[src/rtl/fetch_pkg.sv]
// Shared types and constants for the instruction-fetch front end.
package fetch_pkg;

  typedef enum logic [1:0] {
    IDLE    = 2'd0,
    REQ     = 2'd1,
    HOLD    = 2'd2,
    DISCARD = 2'd3
  } fetch_state_t;

  localparam logic [31:0] NOP_INSTR = 32'h0000_0013;
  localparam int unsigned PC_INC    = 4;

endpackage : fetch_pkg

[src/rtl/fetch_ctrl_next_pc_sel.sv]
// Combinational next-PC / next-fetch-address selection for fetch_ctrl,
// including redirect-target word alignment and misalignment detection.
module next_pc_sel
  import fetch_pkg::*;
#(
  parameter int WIDTH = 32
) (
  input  fetch_state_t     state,
  input  logic [WIDTH-1:0] pc,
  input  logic [WIDTH-1:0] addr_q,
  input  logic             redirect,
  input  logic [WIDTH-1:0] redirect_target,
  input  logic             imem_ack,
  input  logic             stall,
  input  logic             instr_valid,
  output logic             accept,
  output logic             drop_held,
  output logic             fault,
  output logic [WIDTH-1:0] pc_next,
  output logic [WIDTH-1:0] addr_next
);

  logic [WIDTH-1:0] target_aligned;
  logic [WIDTH-1:0] seq_addr;
  logic             req_ack;

  // Redirect targets are forced onto a word boundary.
  generate
    for (genvar gi = 0; gi < WIDTH; gi++) begin : g_align
      if (gi < 2) begin : g_low
        assign target_aligned[gi] = 1'b0;
      end else begin : g_high
        assign target_aligned[gi] = redirect_target[gi];
      end
    end
  endgenerate

  assign seq_addr = addr_q + WIDTH'(PC_INC);
  assign req_ack  = (state == REQ) && imem_ack && !redirect;

  // A returning word may only replace the output register if decode has
  // consumed it (or it is empty); otherwise the word is refetched later.
  assign accept    = req_ack && (!instr_valid || !stall);
  assign drop_held = req_ack && instr_valid && stall;

  assign fault = redirect && (state != IDLE) && (redirect_target[1:0] != 2'b00);

  always_comb begin
    pc_next = pc;
    if (redirect) begin
      pc_next = target_aligned;
    end else if (accept) begin
      pc_next = seq_addr;
    end
  end

  // addr_q only reloads when a fresh request is about to start, so the
  // address stays stable for as long as imem_req is held.
  always_comb begin
    addr_next = addr_q;
    case (state)
      IDLE: begin
        addr_next = pc_next;
      end
      REQ: begin
        if (redirect ? imem_ack : accept) begin
          addr_next = pc_next;
        end
      end
      HOLD: begin
        if (redirect || !stall) begin
          addr_next = pc_next;
        end
      end
      DISCARD: begin
        if (imem_ack) begin
          addr_next = pc_next;
        end
      end
      default: addr_next = addr_q;
    endcase
  end

endmodule : next_pc_sel

[src/rtl/fetch_ctrl.sv]
// Front-end fetch controller: owns the fetch PC, runs a single-outstanding
// instruction-memory handshake and presents a registered instr/pc to decode.
module fetch_ctrl
  import fetch_pkg::*;
#(
  parameter int               WIDTH        = 32,
  parameter int               INSTR_W      = 32,
  parameter logic [WIDTH-1:0] RESET_VECTOR = 32'h0000_0000
) (
  input  logic               clk,
  input  logic               rst,
  output logic               imem_req,
  output logic [WIDTH-1:0]   imem_addr,
  input  logic               imem_ack,
  input  logic [INSTR_W-1:0] imem_rdata,
  input  logic               stall,
  input  logic               redirect,
  input  logic [WIDTH-1:0]   redirect_target,
  output logic               instr_valid,
  output logic [INSTR_W-1:0] instr,
  output logic [WIDTH-1:0]   instr_pc,
  output logic               fetch_fault
);

  fetch_state_t       state_reg, state_next;
  logic [WIDTH-1:0]   pc_reg, pc_next;
  logic [WIDTH-1:0]   addr_q_reg, addr_next;
  logic               instr_valid_reg, instr_valid_next;
  logic [INSTR_W-1:0] instr_reg, instr_next;
  logic [WIDTH-1:0]   instr_pc_reg, instr_pc_next;
  logic               fault_reg, fault_next;
  logic               accept, drop_held;

  next_pc_sel #(
    .WIDTH (WIDTH)
  ) u_next_pc_sel (
    .state           (state_reg),
    .pc              (pc_reg),
    .addr_q          (addr_q_reg),
    .redirect        (redirect),
    .redirect_target (redirect_target),
    .imem_ack        (imem_ack),
    .stall           (stall),
    .instr_valid     (instr_valid_reg),
    .accept          (accept),
    .drop_held       (drop_held),
    .fault           (fault_next),
    .pc_next         (pc_next),
    .addr_next       (addr_next)
  );

  always_ff @(posedge clk or negedge rst) begin
    if (!rst) begin
      state_reg       <= IDLE;
      pc_reg          <= RESET_VECTOR;
      addr_q_reg      <= RESET_VECTOR;
      instr_valid_reg <= 1'b0;
      instr_reg       <= INSTR_W'(NOP_INSTR);
      instr_pc_reg    <= '0;
      fault_reg       <= 1'b0;
    end else begin
      state_reg       <= state_next;
      pc_reg          <= pc_next;
      addr_q_reg      <= addr_next;
      instr_valid_reg <= instr_valid_next;
      instr_reg       <= instr_next;
      instr_pc_reg    <= instr_pc_next;
      fault_reg       <= fault_next;
    end
  end

  always_comb begin
    state_next       = state_reg;
    instr_valid_next = instr_valid_reg;
    instr_next       = instr_reg;
    instr_pc_next    = instr_pc_reg;

    case (state_reg)
      IDLE: begin
        state_next = REQ;
      end

      REQ: begin
        if (redirect) begin
          instr_valid_next = 1'b0;
          instr_next       = INSTR_W'(NOP_INSTR);
          state_next       = imem_ack ? REQ : DISCARD;
        end else if (accept) begin
          instr_valid_next = 1'b1;
          instr_next       = imem_rdata;
          instr_pc_next    = addr_q_reg;
          state_next       = REQ;
        end else if (drop_held) begin
          // Held word is still unconsumed; pc still points at addr_q,
          // so the dropped word is refetched once the stall clears.
          state_next = HOLD;
        end else if (instr_valid_reg && !stall) begin
          instr_valid_next = 1'b0;
        end
      end

      HOLD: begin
        if (redirect) begin
          instr_valid_next = 1'b0;
          instr_next       = INSTR_W'(NOP_INSTR);
          state_next       = REQ;
        end else if (!stall) begin
          instr_valid_next = 1'b0;
          state_next       = REQ;
        end
      end

      DISCARD: begin
        if (redirect) begin
          instr_valid_next = 1'b0;
          instr_next       = INSTR_W'(NOP_INSTR);
        end
        if (imem_ack) begin
          state_next = REQ;
        end
      end

      default: state_next = IDLE;
    endcase
  end

  assign imem_req    = (state_reg == REQ) || (state_reg == DISCARD);
  assign imem_addr   = addr_q_reg;
  assign instr_valid = instr_valid_reg;
  assign instr       = instr_reg;
  assign instr_pc    = instr_pc_reg;
  assign fetch_fault = fault_reg;

endmodule : fetch_ctrl

[config.mk]
export PLATFORM = sky130hd
export DESIGN_NAME = fetch_ctrl
export DESIGN_NICKNAME = d
export VERILOG_FILES = /design/src/rtl/fetch_pkg.sv /design/src/rtl/fetch_ctrl_next_pc_sel.sv /design/src/rtl/fetch_ctrl.sv
export SDC_FILE = /design/constraint.sdc
export NUM_CORES = 1
export LEC_CHECK = 0
export CORE_MARGIN = 3
export CORE_UTILIZATION = 30
export CTS_BUF_LIST = sky130_fd_sc_hd__clkbuf_8
export DETAILED_ROUTE_END_ITERATION = 7
export SETUP_SLACK_MARGIN = 0.05
export SYNTH_ARGS = -nofsm -noshare
export SYNTH_HDL_FRONTEND = slang
export SYNTH_SLANG_ARGS = --single-unit
[constraint.sdc]
create_clock -name clk -period 2.8 [get_ports clk]
set_input_delay 0.56 -clock clk [delete_from_list [all_inputs] [get_ports clk]]
set_output_delay 0.56 -clock clk [all_outputs]
set_load 0.01 [all_outputs]
==> Yosys cells after proc, flatten, opt, wreduce, memory -nomap -nowiden <==
Cells that the tools add are included.
{ "word_totals": {"ff_bits": 132, "in_bits": 69, "output_inout_bits": 99, "elab_cells": 74} }
{ "op_classes": {"addsub": 1, "n_eq_ne": 13, "mux": 27, "bitwise_logic": 1, "reduce_logical": 25} }
{ "op_table": {"columns": ["operator", "count"], "rows": [
  ["32-bit two-way mux", 8],
  ["32-bit case mux with 4 select lines", 1],
  ["32-bit case mux with 2 select lines", 1],
  ["32-bit by 3-bit adder with 32-bit output, second input constant", 1],
  ["2-bit two-way mux", 7],
  ["4-bit by 3-bit inequality test with 1-bit output, second input constant", 3],
  ["3-bit AND reduction", 4],
  ["1-bit logical AND", 8],
  ["1-bit two-way mux", 8],
  ["2-bit case mux with 4 select lines", 1],
  ["2-bit by 1-bit inequality test with 1-bit output, second input constant", 3],
  ["2-bit nonzero test", 3],
  ["5-bit AND reduction", 1],
  ["2-bit == test, second input constant", 2],
  ["2-bit inequality test, second input constant", 2],
  ["1-bit logical NOT", 3],
  ["1-bit logical OR", 3],
  ["3-bit by 2-bit inequality test with 1-bit output, second input constant", 1],
  ["3-bit inequality test, second input constant", 1],
  ["1-bit case mux with 3 select lines", 1],
  ["3-bit nonzero test", 1],
  ["2-bit by 1-bit == test with 1-bit output, second input constant", 1],
  ["2-bit logical NOT", 1],
  ["2-bit OR reduction", 1],
  ["1-bit inverter", 1]
]} }

==> Depth between registers and ports, before layout <==
Gate-level depths: netlist (run 1).
{ "logic_depth": {"ltp_word": 9, "depth_mapped": 8, "depth_no_buf": 6} }

==> Modules after synthesis <==
From an unflattened synthesis (run 1), not the netlist that was laid out.
{ "unflattened": {"cells_unflattened": 663, "area_unflattened_um2": 6839.1} }
{ "modules_own_cells": {"columns": ["mod", "instances", "cells_per_inst", "area_each_um2", "seq_area_each_um2"], "rows": [
  ["fetch_ctrl", 1, 289, 4450.5, 3306.9],
  ["next_pc_sel", 1, 374, 2388.5, 0.0]
]} }

==> Least setup slack after synthesis (run 1) <==
OpenSTA, ideal clock, no wires.
{ "synth_path": {"path_type": "in2reg", "start": "input port stall", "end": "register addr_q_reg[12] (netlist: imem_addr[12])", "setup_ns": 0.121, "arrival_time_ns": 1.794, "required_time_ns": 2.679, "slack_ns": 0.885, "stages": 7, "n_path_buf": 2, "path_cell_list": "a211o_1 > or2_1 > clkbuf_1 > buf_2 > a22oi_2 > o31ai_1 > a22o_1"} }
{ "synth_between": {"elab_chain_len": 7, "word_cells_on_any_way": 14, "cone_classes": "2 x eq/ne; 7 x mux; 5 x reduce/logical"} }
{ "synth_rtl": {"columns": ["element", "line_no", "rtl"], "rows": [
  ["start, declared", "fetch_ctrl.sv:16", "input logic stall,"],
  ["1-bit logical NOT (*)", "fetch_ctrl_next_pc_sel.sv:43, fetch_ctrl_next_pc_sel.sv:71", null],
  ["1-bit logical OR", "fetch_ctrl_next_pc_sel.sv:43", "assign accept = req_ack && (!instr_valid || !stall);"],
  ["1-bit logical AND", "fetch_ctrl_next_pc_sel.sv:43", null],
  ["32-bit two-way mux", "fetch_ctrl_next_pc_sel.sv:52", "end else if (accept) begin"],
  ["32-bit two-way mux", "fetch_ctrl_next_pc_sel.sv:50", "if (redirect) begin"],
  ["32-bit two-way mux, on equally long branches", "fetch_ctrl_next_pc_sel.sv:76, fetch_ctrl_next_pc_sel.sv:66, fetch_ctrl_next_pc_sel.sv:71", null],
  ["32-bit case mux with 4 select lines", "fetch_ctrl_next_pc_sel.sv:61", "case (state)"],
  ["end signal, assigned", "fetch_ctrl.sv:64", "addr_q_reg <= addr_next;"],
  ["end, declared", "fetch_ctrl.sv:27", "logic [WIDTH-1:0] addr_q_reg, addr_next;"]
]} }
Every way passes the cells marked *; elsewhere a longest branch is shown, timed or not. The select of a mux whose other input is x is not followed.
A chain may end at the register's enable or synchronous reset.

==> Final worst setup path (run 1) <==
{ "layout_path": {"start": "register addr_q_reg[10] (netlist: imem_addr[10])", "end": "output port imem_addr[10]"} }
{ "layout_rtl": {"columns": ["element", "line_no", "rtl"], "rows": [
  ["end, declared", "fetch_ctrl.sv:13", "output logic [WIDTH-1:0] imem_addr,"]
]} }
No word-level cell between the ends.

==> results.md, run 1 <==
- Worst slew margin relative to its limit: 0.580
- Vertical extent of the die: 152 um
- Max_cap viols: 0
- Final period util: 0.793
- Final weighted congestion in routability-driven placement: 0.749
- Clock share of power: 0.306
- First-pass GRT wire length: 29,500 um
- Violation count after the first detailed-route iteration: 365
- Hold/Removal Path Class: input port to asynchronous set/reset pin
- Overall track demand over capacity in global routing: 0.157
- Chip Width: between 150 and 200 um
- Initial cell density of the core: 0.311
- Worst vdd rail ir drop: approximately 0.00027 V
- Port Buffers: about 170
- Top cell family by delay on the critical path: buffers and inverters
- Yosys top cell by area: dfrtp_1
- Clock buffers created by TritonCTS: 17
- Netlist area before placement: ~6400 um2
- Worst clock skew on the final layout: 0.0183 ns
- Number of antenna violations at the first check in global routing: 0
- Utilization after layout: 0.430
- Vias per std cell: 4.82
- Residual DRC count: 0
- Relative contribution of combinational cells to total power: 0.266
- Startpoint type of the worst setup path: flip-flop
- Biggest cell delay along the critical path: 0.62 ns
- Top fanout value on the critical path: 10
- Post-synthesis to final-layout area growth: 38.1%
- Post-synthesis sequential area ratio: 0.517
- Residual overflow from global routing: 0
- Worst setup EP type: primary output
- Row count: 52
- Portion of total power attributed to sequential cells: 0.428
- Average wire length per cell after detail routing: 16.4 um
- Number of enable-type register cells in the synthesized netlist: 0
- Setup Crit Path Kind: flip-flop to primary output
- Worst-Skew Late Latency: between 0.4 and 0.5 ns
- IO Count: 168
- Outcome: finished clean
- Layout cell share with drive strength beyond 1: 0.112
- Post-DRT Antenna Nets: 0
- Total power: 5.82 mW
- H-tree level count: 4
- Gate count of the mapped netlist: approximately 660
- Count of hold buffers inserted by post-cts repair: 0
- N_diodes: 0
- Transition time at the pin with the least slew margin: 0.629 ns
- Fraction of synthesized cell area taken by the top area cell type: 0.505
- Number of library cell types mapped by synthesis: approximately 60
- Internal Power: 4.08 mW
- Clk Tree Root Cell: clkbuf_8
- RSZ-0062 raised after global routing: false
- Quantity of gates resized following cts: 0
- Sink Count: 132
- Final Hold Vio Count: 0
- Power Dens Cells: 659 nW/um2
- Fmax: 450 MHz
- Clk buf depth: 2
- TritonCTS clock tree: built
- Number of buffers and inverters on the critical path: 1
- Final cell count without fillers: 1,101
- Top area cells in the synthesized netlist: dfrtp_1 (50%), nand2_1 (9.5%), o21ai_0 (4.2%), xnor2_1 (2.6%), nor2b_1 (2.2%)
- Switching power: 1.75 mW
- Die outline area: 23,100 um2
- Number of setup violations in the final report: 0
- Shortest clock period the worst path allows after layout: 2.22 ns
- Via count of the first global-routing pass: 5,345
- Cell Chain, Critical Path: clkdlybuf4s50_1
- Slew Limit Fails: 0
- Flip-flop and latch count after synthesis: ~130
- Aggregate negative setup slack: 0 ns
- Total wire length: ~18,000 um
- Switching share of power: 0.300
- First-pass DRT Iterations: 5
- Lkg Pwr: 3.73 nW
- Core Region: 20,600 um2
- Number of synthesis warnings: 0
- Cell type of the slowest stage on the worst timing path: clkdlybuf4s50_1
- Post-synthesis net count: 732
- Detailed-route via count: between 5,000 and 6,000
- Final hold slack: 0.116 ns
- Required time of the worst setup path: 2.24 ns
- Most used DFF post-synth: dfrtp_1
- Syn Area/Cell: approximately 9.7 um2
- Largest net degree at the start of global routing: between 60 and 70
- Asr flop ratio synth: 1.00
- Post-CTS Setup Inserts: 0
- Detailed placement HPWL: approximately 12,000 um
- Placed cell count: ~1,100
- Critical path arrival: around 1.7 ns
- Final nets: 889
- Clock edge transition at the registers on the reported setup and hold paths: 0.08 ns
## per-stage QoR
step	setup WS [ns]	area, um2
3_3_place_gp	0.339	8400
6_report	0.579	8840
3_5_place_dp	0.287	8400
4_1_cts	0.532	8840
2_1_floorplan	0.885	6400
5_1_grt	0.395	8840
## worst paths after layout
kind | startpoint | endpoint | slack [ns] | cells after the start
min in group clk | redirect | fetch_fault | 0.42 | 2
min | rst | instr[7] | 0.12 | 1
max reg2reg | imem_addr[2] | imem_addr[22] | 0.59 | 6
max in group asynchronous | rst | instr_pc[14] | 1.96 | 2
min reg2reg | pc_reg[3] | pc_reg[3] | 0.47 | 1
max | imem_addr[10] | imem_addr[10] | 0.58 | 1
## synth_stat cells, types with 5 or more instances
library cell / count
nand4_1: 6
clkbuf_1: 15
nor3_1: 6
a221o_1: 5
a21boi_1: 5
o22ai_1: 6
o21ai_1: 15
o21ai_0: 54
a22o_1: 5
nand2_1: 162
a22oi_1: 10
nor2b_1: 23
dfrtp_1: 129
nand3_1: 11
a2bb2oi_1: 6
mux2_2: 9
xor2_1: 7
inv_1: 8
a21oi_1: 23
buf_1: 6
and3_1: 6
nor2_1: 20
buf_2: 24
a211oi_1: 10
xnor2_1: 19
## layout by cell type (no fill, tap or decap), types with 4 or more instances in the layout
master and instances:
o21ai_0 54, a21o_1 4, clkbuf_8 20, and3_1 6, nor2_1 19, a21boi_1 5
buf_12 5, inv_1 10, a22oi_1 10, buf_4 17, o31a_1 4, a221o_1 5
nor3_1 6, bufinv_16 4, o22ai_1 5, clkdlybuf4s50_1 165, nor2b_1 23, mux2_2 9
nand2_1 162, nand4_1 6, nand3_1 11, nand2b_1 4, a21oi_1 23, a211oi_1 10
and4_1 4, o21ai_1 15, xor2_1 7, xnor2_1 19, o21bai_1 4, a22o_1 5
dfrtp_1 129, a2bb2oi_1 6
## cell families (layout without fill, tap and decap cells)
group	count (synthesis)	in the layout	synth area share
AND/OR/NAND/NOR	266	266	0.210
AO/OA/AOI/OAI	169	169	0.176
flip-flops	132	132	0.517
buffers and inverters	59	228	0.0440
XOR/XNOR	26	26	0.0356
multiplexers	9	9	0.0158
adder cells (fa/ha/maj)	1	1	0.00196
## worst reg2reg max path, stage by stage (launching register included)
cell and delay [ns]:
dfrtp_1 0.54, ha_1 0.34, nand4_4 0.24, nor2_1 0.43, nand4_1 0.25, a21oi_1 0.20
a2bb2oi_1 0.16
## layer usage
metal | track usage | vias up | wire length, um
met2 | 0.237 | 155 | 8070
met5 | 0 | - | 0
li1 | - | 2616 | -
met4 | 0.0454 | 0 | 213
met1 | 0.210 | 2522 | 8290
met3 | 0.0631 | 16 | 1460
## layout make-up
cell class	instances	area (um2)
clock buffers	20	275
well taps	270	338
fillers	2071	11700
multi-input cells	471	2830
repair buffers	189	1900
flip-flops and latches	132	3310
clock inverters	11	159
inverters	8	30.0
## power by group through the flow
stage / Sequential [mW] / Clock, mW / Combinational, mW
floorplan: 2.57 / 0 / 0.650
global placement: 2.53 / 0 / 1.56
detailed placement: 2.53 / 0 / 1.57
CTS: 2.50 / 1.84 / 1.58
global route: 2.54 / 1.92 / 1.70
finish: 2.49 / 1.78 / 1.55
No activity file was read; power rests on OpenSTA's default activity.
==> run 2, diff against run 1 <==
==> constraint.sdc (replaced) <==
create_clock -name clk -period 2.3 [get_ports clk]
set_input_delay 0.46 -clock clk [delete_from_list [all_inputs] [get_ports clk]]
set_output_delay 0.46 -clock clk [all_outputs]
set_load 0.01 [all_outputs]
==> run 2 against run 1 <==
  * Clock skew is 0.0018 ns higher
  * Highest routed layer is now met5
  * Register-to-register slack got worse by 0.29 ns
  * Flip-flop and latch count is the same
  * Non-clock buffer count grew 36
  * Clock power up 17%
  * Sequential power is 20% higher
  * Die area unchanged
  * Largest cell class unchanged
  * Combinational power grew 32%
  * Via count rose by 2.5%
  * Critical endpoint is now imem_req
  * Final cell count up 3.4%
  * Total power increased by 22%
==> results.md, run 2 (synthesized netlist as in run 1, its figures left out) <==
- Vias per std cell: between 4 and 5
- Initial cell density of the core: 0.311
- Sink Count: 132
- Most used cells in the layout excluding fill and tap cells: clkdlybuf4s50_1 (165), nand2_1 (162), dfrtp_1 (128)
- Count of fill cells added during filler insertion: 2,036
- Detailed placement HPWL: 13,600 um
- Biggest cell delay along the critical path: 0.56 ns
- Residual DRC count: 0
- Chip Width: 152 um
- Post-DRT Antenna Nets: 0
- Startpoint type of the worst setup path: flip-flop
- Via count of the first global-routing pass: approximately 5,700
- Number of setup violations in the final report: 0
- Setup Crit Path Kind: flip-flop to primary output
- Largest net degree at the start of global routing: 53
- Final weighted congestion in routability-driven placement: 0.787
- Lkg Pwr: 3.91 nW
- Port Buffers: 167
- Vertical extent of the die: 152 um
- Worst clock skew on the final layout: 0.0201 ns
- Post-synthesis to final-layout area growth: 43.1%
- Utilization after layout: 0.445
- IO Count: 168
- Die outline area: about 23,000 um2
- Final cell area excluding filler cells: about 9200 um2
- Critical path arrival: 1.65 ns
- Layout cell share with drive strength beyond 1: 0.152
- Core Region: slightly above 20,000 um2
- Outcome: finished clean
- Area after detailed placement: between 8000 and 9000 um2
- TritonCTS clock tree: built
- Hold/Removal Path Class: flip-flop to flip-flop
- Residual overflow from global routing: 0
- Leading cell type in the layout, fill and taps excluded: clkdlybuf4s50_1
- Worst-Skew Late Latency: 0.46 ns
- Shortest clock period the worst path allows after layout: approximately 2.1 ns
- Max_cap viols: 0
- Final nets: ~930
- Total wire length: 18,700 um
- Top cell family by delay on the critical path: buffers and inverters
- First-pass GRT wire length: between 30,000 and 40,000 um
- Transition time at the pin with the least slew margin: around 0.55 ns
- Required time of the worst setup path: between 1.5 and 2 ns
- Final Hold Vio Count: 0
- Power Dens Cells: 778 nW/um2
- Final period util: 0.917
- Violation count after the first detailed-route iteration: 318
- Average wire length per cell after detail routing: 16.4 um
- Placed cell count: 1,105
- Worst slew margin relative to its limit: 0.630
- Number of buffers and inverters on the critical path: 2
- Clock buffers created by TritonCTS: 17
- Overall track demand over capacity in global routing: 0.166
- Final cell count without fillers: 1,138
- Slew Limit Fails: 0
- First-pass DRT Iterations: 6
- Top fanout value on the critical path: 7
- Row count: 52
- Number of antenna violations at the first check in global routing: 1
- Worst setup EP type: primary output
- Clock edge transition at the registers on the reported setup and hold paths: 0.08 ns
- H-tree level count: 4
- Cell Chain, Critical Path: buf_4 > clkdlybuf4s50_1
- Cell type of the slowest stage on the worst timing path: clkdlybuf4s50_1
- N_diodes: 0
- Clk Tree Root Cell: clkbuf_8
- RSZ-0062 raised after global routing: false
- Fmax: 474 MHz
- Detailed-route via count: 5,443
- Clk buf depth: 2
- Worst vdd rail ir drop: approximately 0.00036 V
[run 2: changes by cell type in the layout (fill, tap and decap cells not counted)]
cell           previous run  this run
buf_12                    5        10
buf_4                    17        47
bufinv_16                 4         3
clkbuf_8                 20        17
clkinv_2                  3         4
clkinv_4                  1         4
dfrtp_1                 129       128
dfrtp_2                   0         1
dlygate4sd3_1             0         1
inv_1                    10         8
inv_6                     0         3
[run 2: area by class of cell]
type	instances	area, um2	area share
flip-flops and latches	132	3310	0.361
well taps	270	338	0.0369
clock inverters	15	179	0.0195
inverters	8	30.0	0.00328
repair buffers	225	2230	0.244
clock buffers	17	234	0.0256
multi-input cells	471	2830	0.310
[run 2: what timing repair did]
item                                    CTS  global route
setup buffers                             0             0
endpoints found under the hold margin    47             0
endpoints found under the setup margin    0             1
resized for setup                         0             1
hold buffers                              1             0
[run 2: through the flow]
stage               setup TNS (ns)  hold WS [ns]  total power, mW  setup WS [ns]
floorplan                        0         0.164             3.91          0.485
global placement           -0.0950         0.453             5.08        -0.0356
detailed placement          -0.550         0.461             5.11        -0.0981
CTS                              0         0.481             7.22         0.0722
global route                     0         0.504             7.54         0.0959
finish                           0         0.474             7.12          0.191
[run 2: per-layer routing]
layer,part of all wire,wire length [um],track usage,vias up
met5,0.00069,13,0,-
met4,0.013,234,0.0432,2
met3,0.079,1480,0.0663,23
met2,0.45,8420,0.256,145
met1,0.46,8570,0.218,2591
li1,-,-,-,2682
[run 2: worst register-to-register path, cell delays in order, from the launching register on]
cell       delay [ns]
dfrtp_1          0.43
ha_1             0.31
nand4_4          0.25
nor2_1           0.37
nand4_1          0.23
a21oi_1          0.19
a2bb2oi_1        0.16
[run 2: path summary, 6_finish.rpt]
path / cells past startpoint / start / slack [ns] / endpoint
min reg2reg: 2 / instr_pc[4] / 0.47 / instr_pc[4]
max in group asynchronous: 3 / rst / 1.14 / instr_pc[19]
min: 2 / instr_pc[4] / 0.47 / instr_pc[4]
min in group asynchronous: 2 / rst / 0.53 / instr[3]
max: 2 / state_reg[0] / 0.19 / imem_req
max reg2reg: 6 / imem_addr[2] / 0.30 / imem_addr[22]
[run 2: power breakdown]
part	leakage, nW	internal (mW)	total (mW)	switching (mW)
Clock	0.210	1.08	2.09	1.01
Sequential	1.64	2.70	2.99	0.294
Combinational	2.06	1.10	2.04	0.935
Total	3.91	4.88	7.12	2.24
